$ cat src/rtl/apuf_eval_ctrl_pkg.sv
// Shared types and helpers for the arbiter-PUF evaluation sequencer.
// Holds the FSM state encoding, the vote-counter width and parameter checks.
// Imported by the top; no logic of its own.
package apuf_eval_ctrl_pkg;

  typedef enum logic [2:0] {
    ST_IDLE  = 3'd0,
    ST_ARM   = 3'd1,
    ST_FIRE  = 3'd2,
    ST_WAIT  = 3'd3,
    ST_RELAX = 3'd4,
    ST_DONE  = 3'd5
  } state_t;

  // Width of the evaluation and ones counters (up to 31 evaluations).
  localparam int ONES_W = 5;

  // Majority voting needs an odd count that fits the 5-bit counters.
  function automatic bit num_eval_legal(input int n);
    return (n >= 1) && (n <= 31) && ((n % 2) == 1);
  endfunction

  function automatic int max2(input int a, input int b);
    return (a > b) ? a : b;
  endfunction

endpackage

$ cat src/rtl/apuf_eval_ctrl_sync2.sv
// Two-flop synchronizer for a single asynchronous level into clk.
// Latency: 2 clk cycles.
// No handshake; the level is sampled every cycle.
module apuf_eval_ctrl_sync2 (
  input  logic clk,
  input  logic rst,
  input  logic d_i,
  output logic q_o
);

  logic meta_q;
  logic sync_q;

  // Two back-to-back flops resolve metastability before the FSM sees the level.
  always_ff @(posedge clk or posedge rst) begin
    if (rst) begin
      meta_q <= 1'b0;
      sync_q <= 1'b0;
    end else begin
      meta_q <= d_i;
      sync_q <= meta_q;
    end
  end

  assign q_o = sync_q;

endmodule

$ cat src/rtl/apuf_eval_ctrl.sv
// Arbiter-PUF sequencer: latch challenge, settle, trigger NUM_EVAL times, majority-vote.
// Latency: 1 + SETTLE_CYC + NUM_EVAL*(4 + GAP_CYC) + 1 cycles with a 1-cycle PUF (+-1 per eval).
// Backpressure: start is only accepted in IDLE; requests while busy are dropped, not queued.
module apuf_eval_ctrl
  import apuf_eval_ctrl_pkg::*;
#(
  parameter int CW          = 64,
  parameter int NUM_EVAL    = 5,
  parameter int SETTLE_CYC  = 4,
  parameter int GAP_CYC     = 4,
  parameter int TIMEOUT_CYC = 255
) (
  input  logic              clk,
  input  logic              rst,
  input  logic              start_i,
  input  logic [CW-1:0]     chal_i,
  output logic              busy_o,
  output logic              done_o,
  output logic              resp_o,
  output logic [ONES_W-1:0] ones_cnt_o,
  output logic              timeout_err_o,
  output logic              puf_vcc_o,
  output logic              puf_tig_o,
  output logic [CW-1:0]     puf_c_o,
  input  logic              puf_resp_ready_i,
  input  logic              puf_resp_bit_i
);

  localparam int WAIT_W = $clog2(TIMEOUT_CYC + 1);
  localparam int CNT_W  = $clog2(max2(SETTLE_CYC, GAP_CYC) + 1);

  localparam logic [CNT_W-1:0]  SETTLE_LAST = CNT_W'(SETTLE_CYC - 1);
  localparam logic [CNT_W-1:0]  GAP_LAST    = CNT_W'(GAP_CYC - 1);
  localparam logic [WAIT_W-1:0] WAIT_LAST   = WAIT_W'(TIMEOUT_CYC - 1);
  localparam logic [ONES_W-1:0] EVAL_TOTAL  = ONES_W'(NUM_EVAL);
  localparam logic [ONES_W-1:0] EVAL_HALF   = ONES_W'(NUM_EVAL / 2);

  if (!num_eval_legal(NUM_EVAL)) begin : g_bad_num_eval
    $error("apuf_eval_ctrl: NUM_EVAL must be odd and within 1..31");
  end

  state_t              state_q;
  logic [CNT_W-1:0]    cnt_q;
  logic [WAIT_W-1:0]   wait_q;
  logic [ONES_W-1:0]   eval_q;
  logic [ONES_W-1:0]   ones_q;
  logic                err_q;
  logic                rdy_prev_q;
  logic                busy_q;
  logic                done_q;
  logic                resp_q;
  logic [ONES_W-1:0]   ones_cnt_q;
  logic                terr_q;
  logic                vcc_q;
  logic                tig_q;
  logic [CW-1:0]       puf_c_q;

  logic                rdy_s;
  logic                bit_s;
  logic                rdy_rise_d;
  logic                relax_to_d;
  logic                relax_go_d;
  logic [ONES_W-1:0]   ones_d;
  logic [ONES_W-1:0]   eval_d;

  // The PUF answers asynchronously; both ready and bit take the same two-flop path
  // so the bit is already stable when the ready edge is seen.
  apuf_eval_ctrl_sync2 u_sync_rdy (
    .clk (clk),
    .rst (rst),
    .d_i (puf_resp_ready_i),
    .q_o (rdy_s)
  );

  apuf_eval_ctrl_sync2 u_sync_bit (
    .clk (clk),
    .rst (rst),
    .d_i (puf_resp_bit_i),
    .q_o (bit_s)
  );

  // Decode edge, relax exit conditions and the next vote counts.
  always_comb begin
    rdy_rise_d = rdy_s && !rdy_prev_q;
    relax_to_d = rdy_s && (wait_q == WAIT_LAST);
    relax_go_d = ((cnt_q == GAP_LAST) && !rdy_s) || relax_to_d;
    ones_d     = ones_q + {{(ONES_W-1){1'b0}}, bit_s};
    eval_d     = eval_q + {{(ONES_W-1){1'b0}}, 1'b1};
  end

  // Sequencer FSM; every output, counter and PUF-side signal is registered here.
  always_ff @(posedge clk or posedge rst) begin
    if (rst) begin
      state_q    <= ST_IDLE;
      cnt_q      <= '0;
      wait_q     <= '0;
      eval_q     <= '0;
      ones_q     <= '0;
      err_q      <= 1'b0;
      rdy_prev_q <= 1'b0;
      busy_q     <= 1'b0;
      done_q     <= 1'b0;
      resp_q     <= 1'b0;
      ones_cnt_q <= '0;
      terr_q     <= 1'b0;
      vcc_q      <= 1'b0;
      tig_q      <= 1'b0;
      puf_c_q    <= '0;
    end else begin
      rdy_prev_q <= rdy_s;
      done_q     <= 1'b0;
      case (state_q)
        ST_IDLE: begin
          if (start_i) begin
            puf_c_q <= chal_i;
            ones_q  <= '0;
            eval_q  <= '0;
            err_q   <= 1'b0;
            cnt_q   <= '0;
            vcc_q   <= 1'b1;
            busy_q  <= 1'b1;
            state_q <= ST_ARM;
          end
        end
        ST_ARM: begin
          if (cnt_q == SETTLE_LAST) begin
            cnt_q   <= '0;
            state_q <= ST_FIRE;
          end else begin
            cnt_q <= cnt_q + 1'b1;
          end
        end
        ST_FIRE: begin
          tig_q   <= 1'b1;
          wait_q  <= '0;
          state_q <= ST_WAIT;
        end
        ST_WAIT: begin
          if (rdy_rise_d || (wait_q == WAIT_LAST)) begin
            if (rdy_rise_d) ones_q <= ones_d;
            else            err_q  <= 1'b1;
            eval_q  <= eval_d;
            tig_q   <= 1'b0;
            cnt_q   <= '0;
            wait_q  <= '0;
            state_q <= ST_RELAX;
          end else begin
            wait_q <= wait_q + 1'b1;
          end
        end
        ST_RELAX: begin
          // Gap counter saturates; wait counter measures how long ready stays stuck high.
          if (cnt_q != GAP_LAST) cnt_q <= cnt_q + 1'b1;
          wait_q <= rdy_s ? wait_q + 1'b1 : '0;
          if (relax_go_d) begin
            cnt_q  <= '0;
            wait_q <= '0;
            if (relax_to_d) err_q <= 1'b1;
            if (eval_q < EVAL_TOTAL) begin
              state_q <= ST_FIRE;
            end else begin
              // Result and done are launched here so they are visible during DONE with busy.
              resp_q     <= (ones_q > EVAL_HALF);
              ones_cnt_q <= ones_q;
              terr_q     <= err_q | relax_to_d;
              done_q     <= 1'b1;
              state_q    <= ST_DONE;
            end
          end
        end
        ST_DONE: begin
          busy_q  <= 1'b0;
          vcc_q   <= 1'b0;
          state_q <= ST_IDLE;
        end
        default: state_q <= ST_IDLE;
      endcase
    end
  end

  assign busy_o        = busy_q;
  assign done_o        = done_q;
  assign resp_o        = resp_q;
  assign ones_cnt_o    = ones_cnt_q;
  assign timeout_err_o = terr_q;
  assign puf_vcc_o     = vcc_q;
  assign puf_tig_o     = tig_q;
  assign puf_c_o       = puf_c_q;

endmodule

$ cat config.mk
export PLATFORM = sky130hd
export DESIGN_NAME = apuf_eval_ctrl
export DESIGN_NICKNAME = d
export VERILOG_FILES = /design/src/rtl/apuf_eval_ctrl_pkg.sv /design/src/rtl/apuf_eval_ctrl_sync2.sv /design/src/rtl/apuf_eval_ctrl.sv
export SDC_FILE = /design/constraint.sdc
export NUM_CORES = 1
export LEC_CHECK = 0
export BUFFER_PORTS_ARGS = -buffer_cell sky130_fd_sc_hd__buf_4
export CORE_ASPECT_RATIO = 2
export CORE_MARGIN = 4
export CORE_UTILIZATION = 51
export DETAILED_ROUTE_END_ITERATION = 16
export PLACE_DENSITY = 0.8
export SLEW_MARGIN = 0
export SYNTH_ARGS = -nofsm -noshare
export SYNTH_HDL_FRONTEND = slang
export SYNTH_HIERARCHICAL = 1
export SYNTH_SLANG_ARGS = --single-unit
$ cat constraint.sdc
create_clock -name clk -period 4.61 [get_ports clk]
set_input_delay 0.922 -clock clk [delete_from_list [all_inputs] [get_ports clk]]
set_output_delay 0.922 -clock clk [all_outputs]
set_load 0.03 [all_outputs]
==> summary.md, run 1 <==
| Metric | Value |
|---|---|
| Status | completed |
| Die area | 10,600 sq um |
| RSZ-0062 raised after global routing | false |
| Synth unique cells | 49 |
| Avg Cell Area, Syn | 13.3 sq um |
| Yosys top cell by area | dfrtp_1 |
| Port-buffer cells | 143 |
| CTS tree | yes |
| Remaining antenna violation count after routing | 0 |
| Largest cells by area after synthesis | dfrtp_1 57%, mux2_2 19%, ha_1 2.2% |
| Final Hold Vio Count | 0 |
| Yosys Warn Count | 6 |
| Fin crit period | 2680 ps |
| Startpoint types | input port |
| Post-synth top flop | dfrtp_1 |
| Type of the worst min-delay path | reg2reg |
| Largest fanout on the critical path | 39 |
| Vias/cell | 5.45 |
| Post-Route Utilization | 69.1% |
| Post-synth EDFFs | 0 |
| Gr usage total | 21.2% |
| Vias | 3,204 |
| Drt first-iter violations | 167 |
| Max-cap viol count | 0 |
| Die width | 74.7 um |
| # nets final | 560 |
| Post-CTS Setup Inserts | 0 |
| TritonCTS Sinks | 104 |
| Gate Count Post-Synth | 342 |
| DRC Markers | 0 |
| Starting Density | 52.4% |
| CP Capture Type | flop |
| Placer Congestion | 0.808 |
| Least-Margin Pin Slew | 843 ps |
| Core ar. | 8650 sq um |
| Wire length per cell | 17.7 um |
| Die H | 141 um |
| Share of post-route cells with drive strength above 1 | 51.4% |
| Final hold slack | 355 ps |
| Placed cell areas | 5650 sq um |
| WL final | 10,400 um |
| Row count | 48 |
| Top cell type's share of synthesized area | 57.4% |
| Power Dens Cells | 713 nW/um^2 |
| Crit share post-route | 58.2% |
| Post-synthesis sequential area ratio | 57.4% |
| Maximum clock rate | 373 MHz |
| Post-route setup slack | 1930 ps |
| CTS max path bufs | 2 |
| H-tree depth | 3 |
| Clock root buffer | clkbuf_16 |
| CTS buffer count | 9 |
| Slew headroom | 43.8% |
| Detailed placer's ending HPWL | 7890 um |
| Largest net degree at the start of global routing | 70 |
| Cts repair resizes | 0 |
| Fin Setup TNS | 0 ps |
| Critical path launch point | start_i |
| Diode count | 0 |
| Setup CP Type | in2reg |
| Area growth syn-to-layout | 31.7% |
| 1st-pass router iterations | 5 |
| Hold buffers post-CTS | 0 |
| Hold_sp | u_sync_rdy/meta_q |
| First-pass GRT wire length | 17,100 um |
| Top cells by count, synth | 104 x dfrtp_1, 75 x mux2_2, 17 x inv_1 |
| Total grt overflow | 0 |
| Final Max Slew Viols | 0 |
| IO Pins | 144 |
| Most frequent cell after synthesis | dfrtp_1 |
| Critical Path AT | 2910 ps |
| Number of global-route vias before repair | 3,488 |
| Fillers | 667 |
| Worst VDD drop | 0.559 mV |
| Syn Nets | 419 |
| Setup violators final | 0 |
| CP required | 4840 ps |
| Place WS | 1550 ps |
| Clk slew on worst S/H paths | 70 ps |
| Asr flop ratio synth | 100% |
| Worst Skew | 6.42 ps |
| Design area | 5970 sq um |
| Later-pin clock latency in the skew report | 340 ps |
| Pleak | 2.85 nW |
| Post-Syn Area | 4530 sq um |
| Start of the worst register-to-register path | state_q[0] |
| Seq cells post-synth | 104 |
| Initial antenna violation count | 0 |
## final cells by class
type,count,area [sq um],area share [%]
sequential,104,2600,43.6
multi-input combinational,205,1760,29.5
timing repair buffer,146,1100,18.4
clock buffer,9,225,3.77
tap,100,125,2.10
clock inverter,7,95.1,1.59
inverter,17,66.3,1.11
## power by group
group	leakage, nW	switching, W	internal (W)
Clock	0.156	0.000331	0.000477
Combinational	1.40	0.00110	0.000819
Sequential	1.29	0.000267	0.00127
## cell usage in the layout (no fill, tap or decap), drive strengths merged, types with 2 or more instances in the layout
master / synthesis / routed
nor3: 3 / 3
nor2: 13 / 13
clkbuf: 1 / 9
o21ai: 11 / 11
or3b: 2 / 2
a31o: 4 / 4
o211ai: 4 / 4
xnor2: 3 / 3
nor2b: 8 / 8
nand4: 3 / 3
o31ai: 2 / 2
clkinv: 0 / 3
o22ai: 2 / 2
ha: 8 / 8
or2: 2 / 2
nand2b: 2 / 2
dfrtp: 104 / 104
a211oi: 2 / 2
a31oi: 9 / 9
buf: 15 / 146
nand2: 15 / 15
a21oi: 6 / 6
a21boi: 2 / 2
nand3b: 2 / 2
inv: 17 / 18
nor3b: 2 / 2
mux2: 75 / 75
nand3: 7 / 7
a2111oi: 3 / 3
bufinv: 0 / 2
and3: 4 / 4
## stage by stage
step	total power [W]	cells
2_1_floorplan	0.00277	342
3_3_place_gp	0.00341	572
3_5_place_dp	0.00348	572
4_1_cts	0.00430	588
5_1_grt	0.00448	588
6_report	0.00426	588
## metal layers
metal,up-vias,wire length (um),track usage (%)
met5,-,0,0
met4,0,227,7.60
met1,1607,3540,22.9
li1,1503,-,-
met3,16,474,5.04
met2,78,6180,38.7
## final timing paths
kind,depth (start not counted),slack [ps],endpoint
min in group asynchronous,2,460,u_sync_rdy/meta_q
hold / removal,0,360,u_sync_rdy/q_o
hold reg to reg,0,360,u_sync_rdy/q_o
max in group asynchronous,3,2890,puf_c_o[37]
setup reg to reg,4,1970,puf_c_o[47]
setup / recovery,5,1930,puf_c_o[47]
## registers in the layout (all words and copies together) (netlist names)
signal,count
err_q,1
u_sync_bit/q_o,1
puf_c_o,64
u_sync_rdy/meta_q,1
puf_vcc_o,1
timeout_err_o,1
ones_q,5
resp_o,1
eval_q,5
rdy_prev_q,1
cnt_q,3
u_sync_rdy/q_o,1
wait_q,8
state_q,3
u_sync_bit/meta_q,1
puf_tig_o,1
done_o,1
ones_cnt_o,5
## critical path, stage by stage
cell and delay [ps]:
buf_4 90, or3b_1 580, nor2_8 570, buf_4 360, mux2_2 370
## logic make-up after synthesis
logic type,after synthesis,share of synthesized area (%)
buffers and inverters,33,3.73
and+or+nand+nor,67,8.50
muxes,76,18.9
DFF,104,57.4
xor gates and xnor gates,3,0.580
AOI/OAI and AO/OA,51,8.72
adders and majority gates,8,2.21
No activity file was read; power rests on OpenSTA's default activity.
==> inputs of run 2 (changes only) <==
--- a/config.mk
+++ b/config.mk
@@ -5,12 +5,13 @@
 export SDC_FILE = /design/constraint.sdc
 export NUM_CORES = 1
 export LEC_CHECK = 0
+export ABC_AREA = 1
 export BUFFER_PORTS_ARGS = -buffer_cell sky130_fd_sc_hd__buf_4
 export CORE_ASPECT_RATIO = 2
 export CORE_MARGIN = 4
 export CORE_UTILIZATION = 51
 export DETAILED_ROUTE_END_ITERATION = 16
-export PLACE_DENSITY = 0.8
+export PLACE_DENSITY = 0.79
 export SLEW_MARGIN = 0
 export SYNTH_ARGS = -nofsm -noshare
 export SYNTH_HDL_FRONTEND = slang
==> constraint.sdc (replaced) <==
create_clock -name clk -period 2.61 [get_ports clk]
set_input_delay 0.522 -clock clk [delete_from_list [all_inputs] [get_ports clk]]
set_output_delay 0.522 -clock clk [all_outputs]
set_load 0.03 [all_outputs]
==> run 2 against run 1 <==
Cell count is 11% higher. Register-to-register slack worse by 1200 ps. Clock skew is 1.9 ps lower. Non-clock buffer count stayed put. Largest cell class unchanged. Highest routed layer unchanged.
==> summary.md, run 2 <==
| Metric | Value |
|---|---|
| H-tree depth | 3 (unchanged) |
| Reg-to-Reg End | puf_c_o[20] |
| Post-synthesis sequential area ratio | 54.7% (-2.7 points) |
| Share of post-route cells with drive strength above 1 | 46.2% (-5.3 points) |
| Seq pwr share | 32.6% (-3.4 points) |
| First-pass GRT wire length | 18,000 um (+5.0%) |
| Drt first-iter violations | 191 (+14%) |
| Setup violators final | 0 (unchanged) |
| Critical Path AT | 2040 ps (-870 ps) |
| Starting Density | 52.4% (about the same) |
| Clk slew on worst S/H paths | 70 ps (about the same) |
| Clock power frac | 15.7% (-3.3 points) |
| Cts repair resizes | 0 (unchanged) |
| Top cells by count, synth | 104 x dfrtp_1, 84 x nand2_1, 49 x mux2_4 |
| Die width | 76.3 um (+2.2%) |
| Largest cells by area after synthesis | dfrtp_1 55%, mux2_4 15%, nand2_1 6.6% |
| Worst VDD drop | 0.526 mV (-5.9%) |
| TritonCTS Sinks | 104 (unchanged) |
| Final hold slack | 53.8 ps (-302 ps) |
| Start of the worst register-to-register path | state_q[0] |
| Post-synth EDFFs | 0 (unchanged) |
| CP required | 2830 ps (-2010 ps) |
| Die area | 11,000 sq um (+4.5%) |
| RSZ-0062 raised after global routing | false |
| Row count | 49 (+2.1%) |
| Final Hold Vio Count | 0 (unchanged) |
| Final Max Slew Viols | 0 (unchanged) |
| Gate Count Post-Synth | 394 (+15%) |
| Core ar. | 9070 sq um (+4.9%) |
| Type of the worst min-delay path | in2async |
| Asr flop ratio synth | 100% (unchanged) |
| Die H | 145 um (+2.3%) |
| Most common cell after layout, fill and taps aside | buf_4 |
| CP Capture Type | flop |
| # nets final | 620 (+11%) |
| Internal power | 0.00470 W (+84%) |
| 1st-pass router iterations | 4 (-1) |
| Gr usage total | 20.9% (-0.26 points) |
| CTS tree | yes |
| Status | completed |
| Setup CP Type | reg2reg |
| CTS buffer count | 9 (unchanged) |
| Maximum clock rate | 551 MHz |
| Diode count | 0 (unchanged) |
| Fin Setup TNS | 0 ps (unchanged) |
| Avg Cell Area, Syn | 12.1 sq um (-9.0%) |
| Crit share post-route | 69.5% |
| Post-CTS Setup Inserts | 0 (unchanged) |
| Worst Skew | 4.50 ps (-1.91 ps) |
| Wire length per cell | 17.6 um (-0.69%) |
| Seq cells post-synth | 104 (unchanged) |
| Post-synth top flop | dfrtp_1 |
| Post-Syn Area | 4750 sq um (+4.9%) |
| Initial antenna violation count | 0 (unchanged) |
| Most frequent cells in the layout | 144 x buf_4, 104 x dfrtp_1, 84 x nand2_1 |
| Largest net degree at the start of global routing | 101 (+44%) |
| Startpoint types | flop |
| Place WS | 797 ps (-757 ps) |
| Comb power frac | 51.7% (+6.7 points) |
| Port-buffer cells | 143 (unchanged) |
| Later-pin clock latency in the skew report | 340 ps (about the same) |
| Least-Margin Pin Slew | 544 ps (-299 ps) |
| Most frequent cell after synthesis | dfrtp_1 |
| Pleak | 3.22 nW (+13%) |
| Max-cap viol count | 0 (unchanged) |
| Slew headroom | 63.7% (+20 points) |
| Critical path launch point | state_q[0] |
| Fin crit period | 1810 ps |
| Largest fanout on the critical path | 22 (-44%) |
| WL final | 11,400 um (+9.8%) |
| Vias/cell | 5.34 (-2.0%) |
| Area growth syn-to-layout | 29.9% |
| Post-route setup slack | 795 ps (-1130 ps) |
| FF-to-FF path depth | 6 (+2) |
| Switching power of the nets | 0.00339 W (+100%) |
| Switching Share | 41.9% (+2.1 points) |
| Clock root buffer | clkbuf_16 |
| Power Dens Cells | 1310 nW/um^2 (+84%) |
| Synth unique cells | 33 (-33%) |
| Syn Nets | 471 (+12%) |
| Max reg flops | 64 (unchanged) |
| Remaining antenna violation count after routing | 0 (unchanged) |
| Detailed placer's ending HPWL | 8480 um (+7.4%) |
| Reg-to-reg slack, setup | 800 ps (-1170 ps) |
| Hold buffers post-CTS | 0 (unchanged) |
| IO Pins | 144 (unchanged) |
| DRC Markers | 0 (unchanged) |
| Top cell type's share of synthesized area | 54.7% (-2.7 points) |
| Vias | 3,470 (+8.3%) |
| Number of global-route vias before repair | 3,556 (+1.9%) |
| CTS max path bufs | 2 (unchanged) |
| Yosys top cell by area | dfrtp_1 |
| Total grt overflow | 0 (unchanged) |
| Yosys Warn Count | 6 (unchanged) |
| Placer Congestion | 0.861 (+6.5%) |
run 2: cell types whose count changed in the layout (fill, tap and decap cells not counted), moves of 9 or more:
cell and change:
mux2_4 +49, a31oi_1 -9, nand3_1 +10, nand2_1 +69
mux2_2 -60, o21ai_1 +13
run 2: worst max-delay path: stages, from the launching register on:
cell	delay (ps)
dfrtp_1	440
nor2_1	70
nand2_1	90
inv_2	60
nand2_4	320
buf_4	340
mux2_2	370
run 2: cells by family after synthesis:
group	Yosys count	share of synthesized area, %
AND/OR/NAND/NOR	140	13.6
flip-flops	104	54.7
multiplexers	64	19.0
buffers and inverters	41	5.21
AO/OA/AOI/OAI	26	3.29
XOR/XNOR	11	2.03
adder cells (fa/ha/maj)	8	2.11
run 2: final cells by class:
cell class	count	area, sq um
Clock buffer	10	229
Tap cell	102	128
Timing Repair Buffer	146	1120
Multi-Input combinational cell	249	1910
Inverter	33	133
Fill cell	652	2900
Sequential cell	104	2600
Clock inverter	6	53.8
run 2: power groups by stage:
stage | registers (W) | clock network, W | logic, W
CTS | 0.00264 | 0.00130 | 0.00419
global route | 0.00272 | 0.00138 | 0.00440
detailed placement | 0.00266 | 0 | 0.00416
floorplan | 0.00363 | 0 | 0.00187
global placement | 0.00262 | 0 | 0.00403
finish | 0.00264 | 0.00127 | 0.00418
run 2: worst max path at each step:
stage                        to  slack [ps]  cells past startpoint
CTS                 puf_c_o[20]         790                      6
finish              puf_c_o[20]         800                      6
global route        puf_c_o[13]         680                      6
floorplan              cnt_q[0]         900                      1
global placement    puf_c_o[14]         840                      4
detailed placement  puf_c_o[20]         800                      4
run 2: metal layers:
metal	up-vias	GRT usage [%]	wire, um
met2	139	39.1	6470
met4	0	9.26	305
met5	-	0	0
li1	1599	-	-
met3	23	4.36	547
met1	1709	22.6	4120
run 2: per-stage QoR:
stage | cells | instance area, sq um | util (%) | total power, W
floorplan | 394 | 4760 | - | 0.00550
global placement | 634 | 5890 | 64.9 | 0.00665
finish | 650 | 6180 | 68.1 | 0.00809
global route | 650 | 6180 | 68.1 | 0.00849
CTS | 650 | 6180 | 68.1 | 0.00813
detailed placement | 634 | 5890 | 64.9 | 0.00682
==> inputs of run 3 (changes only) <==
--- a/config.mk
+++ b/config.mk
@@ -5,13 +5,13 @@
 export SDC_FILE = /design/constraint.sdc
 export NUM_CORES = 1
 export LEC_CHECK = 0
-export ABC_AREA = 1
+export ABC_AREA = 0
 export BUFFER_PORTS_ARGS = -buffer_cell sky130_fd_sc_hd__buf_4
 export CORE_ASPECT_RATIO = 2
 export CORE_MARGIN = 4
 export CORE_UTILIZATION = 51
 export DETAILED_ROUTE_END_ITERATION = 16
-export PLACE_DENSITY = 0.79
+export PLACE_DENSITY = 0.8
 export SLEW_MARGIN = 0
 export SYNTH_ARGS = -nofsm -noshare
 export SYNTH_HDL_FRONTEND = slang
==> constraint.sdc (replaced) <==
create_clock -name clk -period 1.75 [get_ports clk]
set_input_delay 0.35 -clock clk [delete_from_list [all_inputs] [get_ports clk]]
set_output_delay 0.35 -clock clk [all_outputs]
set_load 0.03 [all_outputs]
==> run 3 against run 2 <==
Count of clock-buffer cells in the layout grew 1. Combinational power grew 35%. Core utilization grew 6.1 points. Clock power grew 57%. Total power grew 42%. Clock skew grew 0.89 ps. Via count shrank 2.3%. Final area grew 3.9%. Critical endpoint is now ones_cnt_o[1]. Non-clock buffer count grew 37.
==> summary.md, run 3 (synthesis gave the netlist of run 1 again) <==
| Metric | Value |
|---|---|
| Remaining antenna violation count after routing | 0 (unchanged) |
| Largest fanout on the critical path | 4 (-82%) |
| Max-cap viol count | 0 (unchanged) |
| Place WS | -25.9 ps (-823 ps) |
| Power Dens Cells | 1790 nW/um^2 (+37%) |
| Vias | 3,391 (-2.3%) |
| Non-filler cells, final | 625 (-3.8%) |
| Clock root buffer | clkbuf_16 |
| 1st-pass router iterations | 4 (unchanged) |
| Number of global-route vias before repair | 3,716 (+4.5%) |
| Max reg flops | 64 (unchanged) |
| Post-Place Cells | 603 (-4.9%) |
| Setup CP Type | reg2reg |
| Gr usage total | 21.9% (+0.93 points) |
| Design area | 6420 sq um (+3.9%) |
| Comb power frac | 48.9% (-2.8 points) |
| Final Max Slew Viols | 0 (unchanged) |
| # nets final | 597 (-3.7%) |
| First-pass GRT wire length | 17,500 um (-2.7%) |
| Starting Density | 52.4% (about the same) |
| Drt first-iter violations | 207 (+8.4%) |
| Pleak | 3.06 nW (-5.0%) |
| Crit-path slowest cell | dfrtp_1 |
| Least-Margin Pin Slew | 565 ps (+20.6 ps) |
| Seq pwr share | 33.8% (+1.2 points) |
| Largest delay share family, worst path | flip-flops |
| CP Capture Type | flop |
| Clk slew on worst S/H paths | 70 ps (about the same) |
| Die width | 74.7 um (-2.1%) |
| Wire length per cell | 17.9 um (+1.7%) |
| Clock power frac | 17.3% (+1.6 points) |
| Final hold slack | 114 ps (+60.5 ps) |
| FF-to-FF path depth | 7 (+1) |
| DRC Markers | 0 (unchanged) |
| Start of the worst register-to-register path | cnt_q[0] |
| Most common cell after layout, fill and taps aside | buf_4 |
| CTS buffer count | 9 (unchanged) |
| Slew headroom | 62.3% (-1.4 points) |
| Core ar. | 8650 sq um (-4.7%) |
| CTS tree | yes |
| H-tree depth | 3 (unchanged) |
| Placed cell areas | 5940 sq um (+0.72%) |
| Die H | 141 um (-2.2%) |
| Diode count | 0 (unchanged) |
| Post-Route Utilization | 74.2% (+6.1 points) |
| Hold_sp | puf_resp_bit_i |
| Initial antenna violation count | 0 (unchanged) |
| Type of the worst min-delay path | in2reg |
| CP Buf/Inv Count | 2 (unchanged) |
| Area growth syn-to-layout | 41.6% |
| CP required | 1980 ps (-850 ps) |
| Crit share post-route | 99.1% (+30 points) |
| Fin crit period | 1730 ps (-80.1 ps) |
| Internal power | 0.00695 W (+48%) |
| Switching Share | 39.7% (-2.2 points) |
| Critical Path AT | 1960 ps (-80 ps) |
| RSZ-0062 raised after global routing | true |
| TritonCTS Sinks | 104 (unchanged) |
| Total grt overflow | 0 (unchanged) |
| Later-pin clock latency in the skew report | 340 ps (about the same) |
| Detailed placer's ending HPWL | 8370 um (-1.2%) |
| IO Pins | 144 (unchanged) |
| Worst Skew | 5.40 ps (+0.892 ps) |
| WL final | 11,200 um (-2.2%) |
| Post-route setup slack | 15.5 ps (-780 ps) |
| Most frequent cells in the layout | 173 x buf_4, 104 x dfrtp_1, 71 x mux2_2 |
| Largest net degree at the start of global routing | 57 (-44%) |
| Worst Hold Path Cells | 1 |
| Row count | 48 (-2.0%) |
| Slowest stage delay, CP | 380 ps (-60 ps) |
| Worst VDD drop | 1.10 mV (+110%) |
| WHS Endpoint | u_sync_bit/meta_q |
| Maximum clock rate | 577 MHz (+4.6%) |
| CTS max path bufs | 2 (unchanged) |
| Crit path cell chain | ha_2 > ha_4 > nor2b_4 > o211ai_2 > buf_6 > clkbuf_16 > mux2_2 |
| Reg-to-Reg End | ones_cnt_o[1] |
| Port-buffer cells | 143 (unchanged) |
| Share of post-route cells with drive strength above 1 | 57.7% (+12 points) |
| Status | completed |
| Die area | 10,600 sq um (-4.3%) |
| Reg-to-reg slack, setup | 20 ps (-780 ps) |
| Placer Congestion | 0.884 (+2.6%) |
| Final Hold Vio Count | 0 (unchanged) |
| Vias/cell | 5.43 (+1.6%) |
| Setup violators final | 0 (unchanged) |
| Startpoint types | flop |
| Switching power of the nets | 0.00457 W (+35%) |
## run 3: layout make-up
class | count | area [sq um]
sequential | 104 | 2600
fill | 603 | 2230
multi-input combinational | 205 | 1860
timing repair buffer | 183 | 1460
clock buffer | 11 | 243
tap | 100 | 125
inverter | 17 | 67.6
clock inverter | 5 | 56.3
## run 3: per-stage QoR
stage | power, W | setup TNS [ps]
2_1_floorplan | 0.00730 | 0
3_3_place_gp | 0.00929 | -86.5
3_5_place_dp | 0.00948 | -691
4_1_cts | 0.0115 | 0
5_1_grt | 0.0121 | -389
6_report | 0.0115 | 0
## run 3: how the worst max path moves through the flow
stage / endpoint / from / depth (start not counted) / slack [ps]
6_report: ones_cnt_o[1] / cnt_q[0] / 7 / 20
5_1_grt: timeout_err_o / wait_q[0] / 8 / -60
4_1_cts: ones_q[1] / state_q[0] / 5 / 4
3_5_place_dp: ones_q[1] / start_i / 6 / -30
3_3_place_gp: eval_q[3] / start_i / 6 / -10
2_1_floorplan: ones_cnt_o[0] / cnt_q[0] / 5 / 10
## run 3: power by group through the flow
stage	combinational (W)	sequential (W)	clock, W
after floorplan	0.00191	0.00539	0
after global placement	0.00542	0.00386	0
after detailed placement	0.00556	0.00392	0
after CTS	0.00557	0.00389	0.00204
after global routing	0.00596	0.00401	0.00213
final	0.00563	0.00389	0.00199
## run 3: per-layer routing
metal | wire [um] | global-route usage, % | share of wire, %
met5 | 0 | 0 | 0
met4 | 276 | 8.91 | 2.5
met3 | 444 | 4.33 | 4.0
met2 | 6770 | 41.8 | 60
met1 | 3700 | 21.7 | 33
## run 3: repair_timing
action / in CTS / in global routing
hold endpoints to repair: 4 / 0
hold buffers: 1 / 0
cloned: 0 / 1
gates resized for setup: 2 / 29
pin swaps: 1 / 6
endpoints found under the setup margin: 9 / 88
setup buffers: 1 / 3
